File: config.mk
export PLATFORM = sky130hd
export DESIGN_NAME = hanoi_move_seq
export DESIGN_NICKNAME = d
export VERILOG_FILES = /design/src/rtl/hanoi_pkg.sv /design/src/rtl/hanoi_move_gen.sv /design/src/rtl/hanoi_move_seq.sv
export SDC_FILE = /design/constraint.sdc
export NUM_CORES = 1
export LEC_CHECK = 0
export CAP_MARGIN = 30
export CORE_AREA = 2 2 39 41
export CTS_BUF_LIST = sky130_fd_sc_hd__clkbuf_4 sky130_fd_sc_hd__clkbuf_8
export CTS_CLUSTER_DIAMETER = 100
export CTS_CLUSTER_SIZE = 8
export DETAILED_ROUTE_END_ITERATION = 7
export DIE_AREA = 0 0 41 43
export PLACE_DENSITY = 0.84
export REMOVE_ABC_BUFFERS = 1
export SETUP_SLACK_MARGIN = 0.05
export SYNTH_ARGS = -nofsm -noshare
export SYNTH_HDL_FRONTEND = slang
export SYNTH_SLANG_ARGS = --single-unit
File: constraint.sdc
create_clock -name clk -period 2.9 [get_ports clk]
set_input_delay 0.58 -clock clk [delete_from_list [all_inputs] [get_ports clk]]
set_output_delay 0.58 -clock clk [all_outputs]
set_load 0.01 [all_outputs]
File: src/rtl/hanoi_pkg.sv
// hanoi_pkg -- shared types and helpers for the hanoi move sequencer.
//   state_t   : sequencer states (IDLE, RUN, DONE, ERROR)
//   PEG_W     : bits per peg field (3 pegs)
//   MAX_N     : largest supported ring count
//   MAX_IND_W : ring-index width at MAX_N
//   ring_peg  : extract the peg of one ring from a packed rings vector
//               (narrower vectors are zero-extended to RINGS_MAX_W by the caller)
package hanoi_pkg;

    typedef enum logic [1:0] {
        IDLE  = 2'd0,
        RUN   = 2'd1,
        DONE  = 2'd2,
        ERROR = 2'd3
    } state_t;

    localparam int unsigned PEG_W       = 2;
    localparam int unsigned MAX_N       = 16;
    localparam int unsigned MAX_IND_W   = 4;
    localparam int unsigned RINGS_MAX_W = MAX_N * PEG_W;

    function automatic logic [PEG_W-1:0] ring_peg(
        input logic [RINGS_MAX_W-1:0] rings,
        input logic [MAX_IND_W-1:0]   idx
    );
        return PEG_W'(rings >> (idx * PEG_W));
    endfunction

endpackage

File: src/rtl/hanoi_move_gen.sv
// hanoi_move_gen -- combinational move generator for the iterative Hanoi solve.
//   k     : in  move number (1 .. 2^N-1)
//   rings : in  current peg of every ring, ring i at [(i+1)*PEG_W-1 -: PEG_W]
//   ind   : out ring to move = trailing-zero count of k
//   loc   : out destination peg
//   legal : out (HANOI_CHECK_EN only) move is from the top of its peg and
//               lands on a peg holding no smaller ring
module hanoi_move_gen
    import hanoi_pkg::*;
#(
    parameter int unsigned N = 3
) (
    input  logic [N-1:0]         k,
    input  logic [N*PEG_W-1:0]   rings,
    output logic [$clog2(N)-1:0] ind,
    output logic [PEG_W-1:0]     loc
`ifdef HANOI_CHECK_EN
    ,
    output logic                 legal
`endif
);

    localparam int unsigned IND_W  = $clog2(N);
    // Parity of the top ring's distance (N-1); rings whose distance from the
    // top is even rotate "downwards" (0->2->1->0), the others rotate upwards.
    localparam logic        TOP_ODD = logic'((N - 1) % 2);

    logic [RINGS_MAX_W-1:0] w_rings_pad;
    logic [PEG_W-1:0]       w_old;
    logic                   w_even;

    assign w_rings_pad = RINGS_MAX_W'(rings);

    // Scan from the top bit down so the lowest set bit wins.
    always_comb begin
        ind = '0;
        for (int unsigned i = 0; i < N; i++) begin
            if (k[N-1-i]) ind = IND_W'(N - 1 - i);
        end
    end

    assign w_old  = ring_peg(w_rings_pad, MAX_IND_W'(ind));
    assign w_even = (ind[0] == TOP_ODD);

    always_comb begin
        if (w_even) loc = (w_old == 2'd0) ? 2'd2 : w_old - 2'd1;
        else        loc = (w_old == 2'd2) ? 2'd0 : w_old + 2'd1;
    end

`ifdef HANOI_CHECK_EN
    always_comb begin
        legal = 1'b1;
        for (int unsigned j = 0; j < N; j++) begin
            if (j < 32'(ind)) begin
                if (ring_peg(w_rings_pad, MAX_IND_W'(j)) == w_old ||
                    ring_peg(w_rings_pad, MAX_IND_W'(j)) == loc)
                    legal = 1'b0;
            end
        end
    end
`endif

endmodule

File: src/rtl/hanoi_move_seq.sv
// hanoi_move_seq -- issues the optimal 2^N-1 move sequence (peg 0 -> peg 2)
// to the hanoi datapath, one move per move_valid/move_ready handshake.
//   clk, rst   : clock (rising edge), asynchronous active-high reset
//   start      : begin a solve (sampled in IDLE only)
//   rings      : current peg of each ring, read back from hanoi
//   move_ready : consumer accepts the presented move
//   move_valid : ind/loc hold a valid move (high in RUN)
//   ind, loc   : ring index and destination peg (0 outside RUN)
//   busy       : high in RUN
//   done       : one-cycle pulse after the last move is accepted
//   move_count : moves accepted in the current/last solve
//   error      : illegal move seen (HANOI_CHECK_EN builds only, else 0)
// Optional macro: HANOI_CHECK_EN adds legality checking and the ERROR state,
// which is left only through rst.
module hanoi_move_seq
    import hanoi_pkg::*;
#(
    parameter int unsigned N = 3,
    parameter int unsigned M = 3
) (
    input  logic                   clk,
    input  logic                   rst,
    input  logic                   start,
    input  logic [N*$clog2(M)-1:0] rings,
    input  logic                   move_ready,
    output logic                   move_valid,
    output logic [$clog2(N)-1:0]   ind,
    output logic [$clog2(M)-1:0]   loc,
    output logic                   busy,
    output logic                   done,
    output logic [N-1:0]           move_count,
    output logic                   error
);

    if (M != 3) begin : g_bad_m
        $error("hanoi_move_seq: M must be 3");
    end
    if (N < 2 || N > MAX_N) begin : g_bad_n
        $error("hanoi_move_seq: N must be in 2..16");
    end

    state_t                 r_state;
    state_t                 w_state_nxt;
    logic [N-1:0]           r_k;
    logic [N-1:0]           r_count;
    logic                   w_accept;
    logic [$clog2(N)-1:0]   w_ind;
    logic [PEG_W-1:0]       w_loc;
`ifdef HANOI_CHECK_EN
    logic                   w_legal;
`endif

    hanoi_move_gen #(
        .N (N)
    ) u_gen (
        .k     (r_k),
        .rings (rings),
        .ind   (w_ind),
        .loc   (w_loc)
`ifdef HANOI_CHECK_EN
        ,
        .legal (w_legal)
`endif
    );

    always_ff @(posedge clk or posedge rst) begin
        if (rst) r_state <= IDLE;
        else     r_state <= w_state_nxt;
    end

    always_comb begin
        w_state_nxt = r_state;
        w_accept    = 1'b0;
        case (r_state)
            IDLE: if (start) w_state_nxt = RUN;
            RUN: begin
                if (move_ready) begin
                    w_accept = 1'b1;
                    if (r_k == '1) w_state_nxt = DONE;
                end
`ifdef HANOI_CHECK_EN
                // An illegal move is never accepted; it parks the sequencer.
                if (!w_legal) begin
                    w_accept    = 1'b0;
                    w_state_nxt = ERROR;
                end
`endif
            end
            DONE:    w_state_nxt = IDLE;
            ERROR:   w_state_nxt = ERROR;
            default: w_state_nxt = IDLE;
        endcase
    end

    // k stops at 2^N-1 on the final acceptance instead of wrapping to 0.
    always_ff @(posedge clk or posedge rst) begin
        if (rst) begin
            r_k     <= '0;
            r_count <= '0;
        end else if (r_state == IDLE && start) begin
            r_k     <= {{(N-1){1'b0}}, 1'b1};
            r_count <= '0;
        end else if (w_accept) begin
            r_count <= r_count + 1'b1;
            if (r_k != '1) r_k <= r_k + 1'b1;
        end
    end

    assign move_valid = (r_state == RUN);
    assign busy       = (r_state == RUN);
    assign done       = (r_state == DONE);
    assign ind        = move_valid ? w_ind : '0;
    assign loc        = move_valid ? w_loc : '0;
    assign move_count = r_count;
`ifdef HANOI_CHECK_EN
    assign error      = (r_state == ERROR);
`else
    assign error      = 1'b0;
`endif

endmodule

==> results of run 1 <==
## where the power goes
part	switching (mW)	leakage (nW)	internal, mW
Clock	0.0391	0.0138	0.0474
Sequential	0.0485	0.101	0.163
Combinational	0.192	0.293	0.223
## layout by cell type, fill, tap and decap left out, types with 3 or more instances in the layout
master	n
a21oi_1	4
clkbuf_4	3
clkdlybuf4s50_1	17
dfrtp_1	8
ha_1	9
inv_1	6
mux2i_1	3
nand2_1	6
nand2b_1	4
nor2_1	3
## cell usage after synthesis (all sizes together) (2+ instances only)
master  number  area, sq um
ha           9        112.6
dfrtp        8        200.2
inv          6        22.52
nand2        6        22.52
a21oi        4        20.02
nand2b       4        25.02
buf          3        22.52
mux2i        3        30.03
nor2         3        11.26
a31oi        2        12.51
and2         2        13.77
nand3        2        10.01
nand3b       2        15.01
xor2         2        17.52
## metrics by stage
step	util, %	instances	TNS [ps]	power, mW
after floorplan	-	63	0	0.4673
after global placement	58.86	98	-24.67	0.6158
after detailed placement	58.86	98	-68.39	0.6317
after CTS	60.31	101	0	0.7147
after global routing	60.85	102	0	0.7836
final	60.85	102	0	0.7123
## logic make-up after synthesis
logic type	count (synthesis)
and+or+nand+nor	23
buffers and inverters	10
adders and majority gates	9
AOI/OAI and AO/OA	9
DFF	8
muxes	4
xor gates and xnor gates	3
other	1
## critical path, cell delays in order, from the launching register on
cell and delay (ps):
dfrtp_1 400, inv_1 90, ha_1 250, inv_1 140, mux2_4 310, ha_1 190
o21ai_0 180, a31oi_1 60, dlygate4sd2_1 290
## state kept, by name, indices dropped and copies added, names as in the netlist
signal      cells
r_state         2
r_k             3
move_count      3
## layer usage
layer	GRT usage (%)	up-vias
li1	-	259
met1	20.81	235
met2	26.25	22
met3	1.571	2
met4	8.000	0
met5	0	-
## what timing repair did
action	in CTS	in global routing
resized for setup	2	0
buffers inserted	0	1
pin swaps	1	0
setup endpoints to repair	2	2
hold buffers	0	0
## final cells by class
class | instances | area [sq um] | share of cell area, %
Inverter | 6 | 22.52 | 2.675
Multi-Input combinational cell | 49 | 381.6 | 45.32
Clock buffer | 3 | 22.52 | 2.675
Tap cell | 16 | 20.02 | 2.377
Sequential cell | 8 | 200.2 | 23.77
Timing Repair Buffer | 20 | 195.2 | 23.18
## final timing paths
path | startpoint | end | slack [ps] | cells after the start
worst max-delay path | r_k[0]$_DFFE_PP0P_ | loc[0] | 160 | 8
worst min-delay path | move_count[2]$_DFFE_PP0P_ | move_count[2]$_DFFE_PP0P_ | 540 | 2
worst max register to register | r_k[0]$_DFFE_PP0P_ | r_k[1]$_DFFE_PP0P_ | 1220 | 6
worst min register to register | move_count[2]$_DFFE_PP0P_ | move_count[2]$_DFFE_PP0P_ | 540 | 2
max in group asynchronous | rst | move_count[2]$_DFFE_PP0P_ | 2080 | 2
min in group asynchronous | rst | r_k[2]$_DFFE_PP0P_ | 590 | 2
==> summary.txt, run 1 <==
Global route
  • First-pass GRT wire length: 2014 um
  • Remaining global-route overflow: 0
  • Total GRT Usage: 16.38%
  • Vias in the first global route: 515
  • Largest net degree at the start of global routing: 13
  • Initial antenna violation count: 0

Final layout
  • Diodes inserted: 0
  • Area growth from synthesis to layout: 33.53%
  • Layout cells sized above 1: 9.302%
  • Fillers: 129
  • Final #Nets: 107
  • Post-route cell area: 842.1 sq um

Yosys
  • Synth cell types: 26
  • Synth Cell Area: 630.6 sq um
  • Synth Area in Adders: 17.86%
  • Async SR Flop Fraction: 100.0%
  • Post-synthesis mux area share: 7.143%
  • Primary FF master, synth: dfrtp_1
  • Post-Synth XOR/XNOR Area: 4.167%
  • Post-synth EDFFs: 0
  • Avg Inst Size Synth: 9.412 sq um
  • Sequential element share of the synthesized area: 31.75%
  • Largest family of logic cells by synthesized area: simple AND/OR/NAND/NOR gates
  • Post-synthesis simple-gate area fraction: 21.83%
  • Synth Instances: 67
  • Yosys warnings: 0
  • Compound-gate portion of the synthesized area: 8.929%
  • Number of synthesized register bits: 8

Critical path
  • WS Path Type: flip-flop to primary output
  • Critical Path Fanout Max: 5
  • Critical Path AT: 2160 ps
  • Worst setup EP type: primary output
  • Startpoint Class: flip-flop
  • CP Data Required Time: 2320 ps

Route
  • Routed wl met3: 97 um
  • Routed Antenna Nets: 0
  • WL/cell: 11.73 um
  • DRT iter0 DRCs: 5
  • Final wirelength: 1196 um
  • Wire length on met2: 593 um
  • Met1 wire length: 486 um
  • Top routing layer in use: met4
  • Via count: 518
  • Drt via density: 5.078
  • Residual DRC: 0
  • DR pass1 iterations: 4

Placement
  • Setup WS pre-CTS: -62.97 ps
  • Post-DP HPWL: 954.5 um
  • Placed cell areas: 814.5 sq um
  • Gp weighted congestion: 0.7556
  • # port buffers: 19

Run status
  • Status: completed

Die
  • Core area: 1384 sq um
  • Initial Util: 45.57%
  • Chip width: 41 um
  • Row count: 14
  • Die Y-Extent: 43 um
  • I/O Pins: 21
  • DIE AREA: 1763 sq um

STA
  • RSZ-0062 raised after global routing: no
  • Worst hold slack: 537.4 ps
  • Hold Violations, Final: 0
  • Fmax: 364.8 MHz
  • Final Setup Violations: 0
  • Worst Skew: 0.8696 ps
  • Slew Viols, Final: 0
  • Final worst slack: 158.5 ps
  • Fin crit share: 94.54%
  • Tmin final: 2742 ps

Clocking
  • Total CTS buffers: 3
  • CTS sink count: 8
  • Latest clock arrival within the worst-skew pair: 250 ps
  • Clk buf depth: 2
  • Clk slew on worst S/H paths: 60 ps
  • TritonCTS clock tree: done
  • H-Tree Depth: 1
  • CTS root buf: clkbuf_4

Power
  • Worst VDD drop: 0.4645 mV
  • Leak Pwr: 0.4075 nW
  • Cell Pwr Density: 846.0 nW/um^2

Flow run
  • Max-cap violations: 0

Hold path
  • Hold Crit Class: flip-flop to flip-flop
Note: power is estimated with default switching activity, not from simulation.
==> run 2, diff against run 1 <==
==> constraint.sdc (replaced) <==
create_clock -name clk -period 2.9 [get_ports clk]
set_input_delay 0.58 -clock clk [delete_from_list [all_inputs] [get_ports clk]]
set_output_delay 0.58 -clock clk [all_outputs]
set_load 0.1 [all_outputs]
==> summary.txt, run 2 (same netlist as run 1, synthesis figures left out) <==
STA
  • Fmax: 362.0 MHz
  • Hold Violations, Final: 0
  • RSZ-0062 raised after global routing: no
  • Slew Viols, Final: 0
  • Tmin final: 2762 ps
  • Fin crit share: 95.24%
  • Worst Skew: 1.238 ps
  • Worst hold slack: 549.5 ps
  • Setup_tns: 0 ps
  • Final Setup Violations: 0

Critical path
  • Critical Path Fanout Max: 7
  • Slowest-stage cell, CP: dfrtp_2
  • Critical Path AT: 2180 ps
  • CP Cell Sequence: nor3b_4 -> mux2i_1 -> mux2_4 -> ha_4 -> o21ai_2 -> a31oi_1 -> bufbuf_16
  • Startpoint Class: flip-flop
  • WS Path Type: flip-flop to primary output
  • Cell family with most CP delay: multiplexers
  • Worst setup EP type: primary output
  • CP Data Required Time: 2320 ps
  • Crit path buf inv count: 1
  • Crit path largest cell delay: 440 ps

Global route
  • Vias in the first global route: 479
  • Total GRT Usage: 17.28%
  • Initial antenna violation count: 0
  • Remaining global-route overflow: 0
  • First-pass GRT wire length: 1959 um
  • Largest net degree at the start of global routing: 13

Flow run
  • Max-cap violations: 0

Clocking
  • Hold buffers post-CTS: 0
  • Total CTS buffers: 3
  • TritonCTS clock tree: done
  • Latest clock arrival within the worst-skew pair: 260 ps
  • CTS sink count: 8
  • Clk slew on worst S/H paths: 50 ps
  • H-Tree Depth: 1
  • CTS root buf: clkbuf_4
  • Clk buf depth: 2

Route
  • Drt via density: 5.059
  • DRT iter0 DRCs: 3
  • DR pass1 iterations: 2
  • Residual DRC: 0
  • WL/cell: 12.54 um
  • Routed Antenna Nets: 0
  • Final wirelength: 1279 um
  • Via count: 516

Placement
  • Placed cell areas: 814.5 sq um
  • Post-DP HPWL: 975 um
  • # port buffers: 19
  • Gp weighted congestion: 0.7736

Die
  • Row count: 14
  • Core area: 1384 sq um
  • Initial Util: 45.57%
  • Die Y-Extent: 43 um
  • DIE AREA: 1763 sq um
  • Chip width: 41 um
  • I/O Pins: 21

Final layout
  • Area growth from synthesis to layout: 40.28%
  • Most frequent cells in the layout: clkdlybuf4s50_1, buf_4, ha_1
  • Diodes inserted: 0
  • Post-route cell area: 884.6 sq um
  • Layout cells sized above 1: 29.07%
  • Final #Nets: 107
  • Fillers: 122

Hold path
  • Hold Crit Class: flip-flop to flip-flop

Run status
  • Status: completed
==> run 2: cell count changes in the layout (fill, tap and decap cells not counted), sizes merged <==
cell,previous run,this run
buf,1,10
bufbuf,0,1
clkdlybuf4s50,17,9
dlygate4sd2,2,0
==> run 2: final timing paths <==
path | start | endpoint | slack (ps) | cells past startpoint
setup / recovery | r_k[1]$_DFFE_PP0P_ | loc[0] | 140 | 7
hold / removal | move_count[2]$_DFFE_PP0P_ | move_count[2]$_DFFE_PP0P_ | 550 | 2
setup reg to reg | r_state[1]$_DFFE_PP0P_ | r_k[1]$_DFFE_PP0P_ | 1190 | 5
hold reg to reg | move_count[2]$_DFFE_PP0P_ | move_count[2]$_DFFE_PP0P_ | 550 | 2
max in group asynchronous | rst | r_k[0]$_DFFE_PP0P_ | 2080 | 2
min in group asynchronous | rst | move_count[1]$_DFFE_PP0P_ | 560 | 2
==> run 2: area by class of cell <==
type                    count  area, sq um  area share, %
repair buffers             20        210.2          23.76
clock buffers               3        22.52          2.546
inverters                   6        22.52          2.546
well taps                  16        20.02          2.263
multi-input cells          49        406.6          45.97
flip-flops and latches      8        202.7          22.91
==> run 2: through the flow <==
step / worst slack [ps] / cells / utilization, %
floorplan: -2283 / 63 / -
global placement: 204.6 / 98 / 58.86
detailed placement: 152.2 / 98 / 58.86
CTS: 81.79 / 101 / 60.49
global route: 16.58 / 102 / 63.92
finish: 137.9 / 102 / 63.92
==> run 2: worst register-to-register path: stages, from the launching register on <==
cell and delay, ps:
dfrtp_1 410, inv_1 100, ha_1 430, nand3b_1 250, or2_2 330, a21oi_1 120
==> run 2: routing by layer <==
metal | routed length [um] | vias to the layer above | track usage [%]
li1 | - | 258 | -
met1 | 512 | 232 | 17.73
met2 | 629 | 21 | 28.75
met3 | 94 | 5 | 2.094
met4 | 42 | 0 | 14.00
met5 | 0 | - | 0
==> run 2: repair_timing <==
item	CTS	global route
endpoints found under the setup margin	0	2
setup buffers	0	1
gates resized for setup	0	10
Power of run 2 is left out: the tool's default activity adds up to more than one toggle a clock period on the data nets, which glitch-free logic cannot reach.
==> RTL edit 1: new RTL, settings of run 1 <==
Register the output `move_count` once more, cleared by the reset; this adds one clock of latency there. The other outputs are not delayed to match.
--- a/src/rtl/hanoi_move_seq.sv
+++ b/src/rtl/hanoi_move_seq.sv
@@ -112,5 +112,11 @@
     assign ind        = move_valid ? w_ind : '0;
     assign loc        = move_valid ? w_loc : '0;
-    assign move_count = r_count;
+    always_ff @(posedge clk or posedge rst) begin
+        if (rst) begin
+            move_count <= '0;
+        end else begin
+            move_count <= r_count;
+        end
+    end
 `ifdef HANOI_CHECK_EN
     assign error      = (r_state == ERROR);
Behaviour: not the same (Yosys sat finds a counterexample within 4 cycles, from zero or initial values and one cycle with rst high).
==> RTL edit 1 against run 1 <==
Register-to-register slack gained 0.11 ns. Non-clock buffer count grew 2. Sequential share of layout area grew 5.6 points. Setup slack gained 0.071 ns. Synthesized area grew 12%. First-iteration DRC count shrank 80%. Design area grew 11%. Routed wire length grew 2.2%. Clock power grew 32%. Sequential cell count grew 3. Power grew 15%. Critical endpoint unchanged. Highest routed layer unchanged.
==> RTL edit 1: results (changes against run 1) <==
stage,metric,value,unit,change
yosys,ys.flop_type,dfrtp_1,,
cells_and_area,fillerInstances,120,,-7.0%
pwr,power_leakage,0.4699,nW,+15%
route,wl,1222,um,+2.2%
global_route,antenna_found_initial,0,,unchanged
cells_and_area,largest_registers,"move_count x3, r_count x3, r_k x3",,
global_route,grt_pass1_vias,527,,+2.3%
route,wl_met2,589,um,-0.67%
timing,finClkSkew,0.006845,ns,+0.005976 ns
yosys,synth_mux_area_frac,0.07801,,+0.006586
placement,place_area,892.1,sq um,+9.5%
pwr,intPower,0.5181,mW,+20%
clock_network,cts_max_path_buffers,2,,unchanged
route,vias,564,,+8.9%
placement,place_ws,-0.04532,ns,+0.01766 ns
route,top_layer,met4,,
clock_network,clkSlewWorstSetupHoldPaths,0.07,ns,
yosys,synth-xor-area-share,0.03723,,-0.004433
placement,port_buffers,19,,unchanged
yosys,synth_commonest_cells,"dfrtp_1 (11), ha_1 (9), inv_1 (7)",,
pwr,ir_worst_vdd,505.4,uV,+8.8%
global_route,groute.layer.met3.usage,0.03141,,+0.01571
global_route,grt_first_pass_wirelength,2056,um,+2.1%
yosys,synthTopCellsByArea,"dfrtp_1 (39%), ha_1 (16%), mux2i_1 (5.7%)",,
cells_and_area,diodes,0,,unchanged
clock_network,insertion_delay,0.27,ns,+0.02 ns
yosys,synth-seq-area-share,0.3901,,+0.07261
global_route,grt_max_degree,13,,unchanged
clock_network,clockRootBuffer,clkbuf_4,,
global_route,grtUsageMet1,0.1966,,-0.01150
route,route.met3.wl,114,um,+18%
cells_and_area,layout.cells.non_filler,108,,+5.9%
yosys,synth_compound_gate_area_share,0.07270,,-0.01659
placement,place_inst,101,,+3.1%
route,wl_met1,479,um,-1.4%
yosys,yosys.cell_types.count,26,,unchanged
cells_and_area,utilization,0.6781,,+0.06962
clock_network,htree_levels,1,,unchanged
global_route,use_met2,0.2750,,+0.01250
min_path,hold_path_class,register to register,,
critical_path,worstPathArrival,2.09,ns,-0.07 ns
yosys,synth_fa_ha_area_frac,0.1596,,-0.01900
route,drt_iter0_markers,1,,-4
yosys,synth.avg_cell_area,10.08,sq um,+7.1%
clock_network,cts_buffers,3,,unchanged
placement,dp_hpwl,971.9,um,+1.8%
cells_and_area,drive_gt1_frac,0.1304,,+0.03741
critical_path,crit_fanout,5,,unchanged
yosys,synth_warnings,0,,unchanged
route,dr.pass1.iters,4,,unchanged
global_route,grt_usage,0.1764,,+0.01263
placement,place.gp.congestion,0.6855,,-9.3%
status,status,"complete, no violations",,
yosys,async_flop_share,1.000,,unchanged
==> RTL edit 1: critical path, cell delays in order (launching register included) <==
cell	delay, ns
dfrtp_1	0.42
inv_1	0.09
ha_1	0.26
inv_2	0.10
mux2_4	0.30
ha_1	0.19
o21ai_0	0.14
a31oi_1	0.05
dlygate4sd2_1	0.28
==> RTL edit 1: what timing repair did <==
item / 4_1_cts / 5_1_grt
hold endpoints to repair: 0 / 0
setup buffers: 3 / 0
setup endpoints to repair: 2 / 2
resized for setup: 2 / 4
pin swaps: 1 / 0
hold buffers: 0 / 0
==> RTL edit 1: final timing paths <==
kind	startpoint	to	slack, ns	cells after the start
setup reg to reg	r_k[0]	r_k[0]	1.33	6
hold / removal	r_count[2]	move_count[2]	0.41	0
max in group asynchronous	rst	r_count[0]	2.02	2
min in group asynchronous	rst	move_count[0]	0.59	2
setup / recovery	r_k[0]	loc[0]	0.23	8
hold reg to reg	r_count[2]	move_count[2]	0.41	0
==> RTL edit 1: power by group through the flow <==
stage / registers, mW / clock network (mW) / logic, mW
floorplan: 0.274 / 0 / 0.261
global placement: 0.273 / 0 / 0.416
detailed placement: 0.278 / 0 / 0.429
CTS: 0.271 / 0.117 / 0.447
global route: 0.281 / 0.122 / 0.494
finish: 0.271 / 0.114 / 0.437
==> RTL edit 1: logic make-up after synthesis <==
logic type / after synthesis
flip-flops: 11
multiplexers: 5
buffers and inverters: 11
other: 1
AO/OA/AOI/OAI: 8
XOR/XNOR: 3
AND/OR/NAND/NOR: 22
adder cells (fa/ha/maj): 9
==> RTL edit 1: cell type report <==
cell class,instances,area share
inverter,7,0.02800
multi-input combinational,48,0.4053
clock buffer,4,0.03200
sequential,11,0.2933
timing repair buffer,22,0.2200
tap,16,0.02133
==> RTL edit 2: new RTL, settings of run 1 <==
Without the edit above. Add a define of `HANOI_CHECK_EN`.
--- a/src/rtl/hanoi_move_gen.sv
+++ b/src/rtl/hanoi_move_gen.sv
@@ -6,4 +6,6 @@
 //   legal : out (HANOI_CHECK_EN only) move is from the top of its peg and
 //               lands on a peg holding no smaller ring
+`define HANOI_CHECK_EN
+
 module hanoi_move_gen
     import hanoi_pkg::*;
Behaviour: not the same (Yosys sat finds a counterexample within 4 cycles, from zero or initial values and one cycle with rst high).
==> RTL edit 2 against run 1 <==
The flow now stops in 4_1_cts. Synthesized area rose by 50%.
==> RTL edit 2: results (changes against run 1) <==
stage,metric,value,unit,change
placement,port_buffers,20,,+1
yosys,synthTopCellsByArea,"dfrtp_1 (21%), mux2i_1 (8.5%), ha_1 (6.6%)",,
yosys,synth_warnings,0,,unchanged
yosys,yosys.cell_types.count,44,,+69%
status,status,stopped before the end,,
clock_network,cts_setup_buffers,6,,+6
clock_network,cts_buffers,3,,unchanged
placement,dp_hpwl,2156,um,+130%
status,error,[ERROR DPL-0033] detailed placement checks failed during check placement.,,
yosys,synth-seq-area-share,0.2114,,-0.1061
clock_network,ctsResizeCount,17,,+15
clock_network,clockRootBuffer,clkbuf_4,,
yosys,async_flop_share,1.000,,unchanged
status,haltStage,4_1_cts,,
clock_network,htree_levels,1,,unchanged
clock_network,cts_max_path_buffers,2,,unchanged
placement,place.gp.congestion,0.8022,,+6.2%
clock_network,cts_num_sinks,8,,unchanged
yosys,synth_commonest_cells,"nand2_1 (10), dfrtp_1 (8), mux2i_1 (8), nor2_1 (8), inv_1 (7)",,
==> RTL edit 2: cell count changes after synthesis, sizes merged, moves of 3 or more <==
cell            run 1  this run
mux2i               3        10
nor2                3         8
ha                  9         5
nand2               6        10
nor2b               1         5
a2111oi             0         3
xnor2               1         4
==> RTL edit 2: kinds of logic after synthesis <==
logic type	Yosys count	share of synthesized area
AOI/OAI and AO/OA	24	0.2391
muxes	11	0.1479
buffers and inverters	13	0.07001
and+or+nand+nor	39	0.2193
adders and majority gates	5	0.06605
DFF	8	0.2114
xor gates and xnor gates	5	0.04623
==> RTL edit 2: per-stage QoR <==
stage | hold slack, ns | instance area (sq um) | util | worst slack (ns) | instances
2_1_floorplan | 0.3957 | 907.1 | - | -0.03189 | 99
3_3_place_gp | 0.4619 | 1255 | 0.9069 | -0.09473 | 152
3_5_place_dp | 0.4872 | 1255 | 0.9069 | -0.3159 | 152
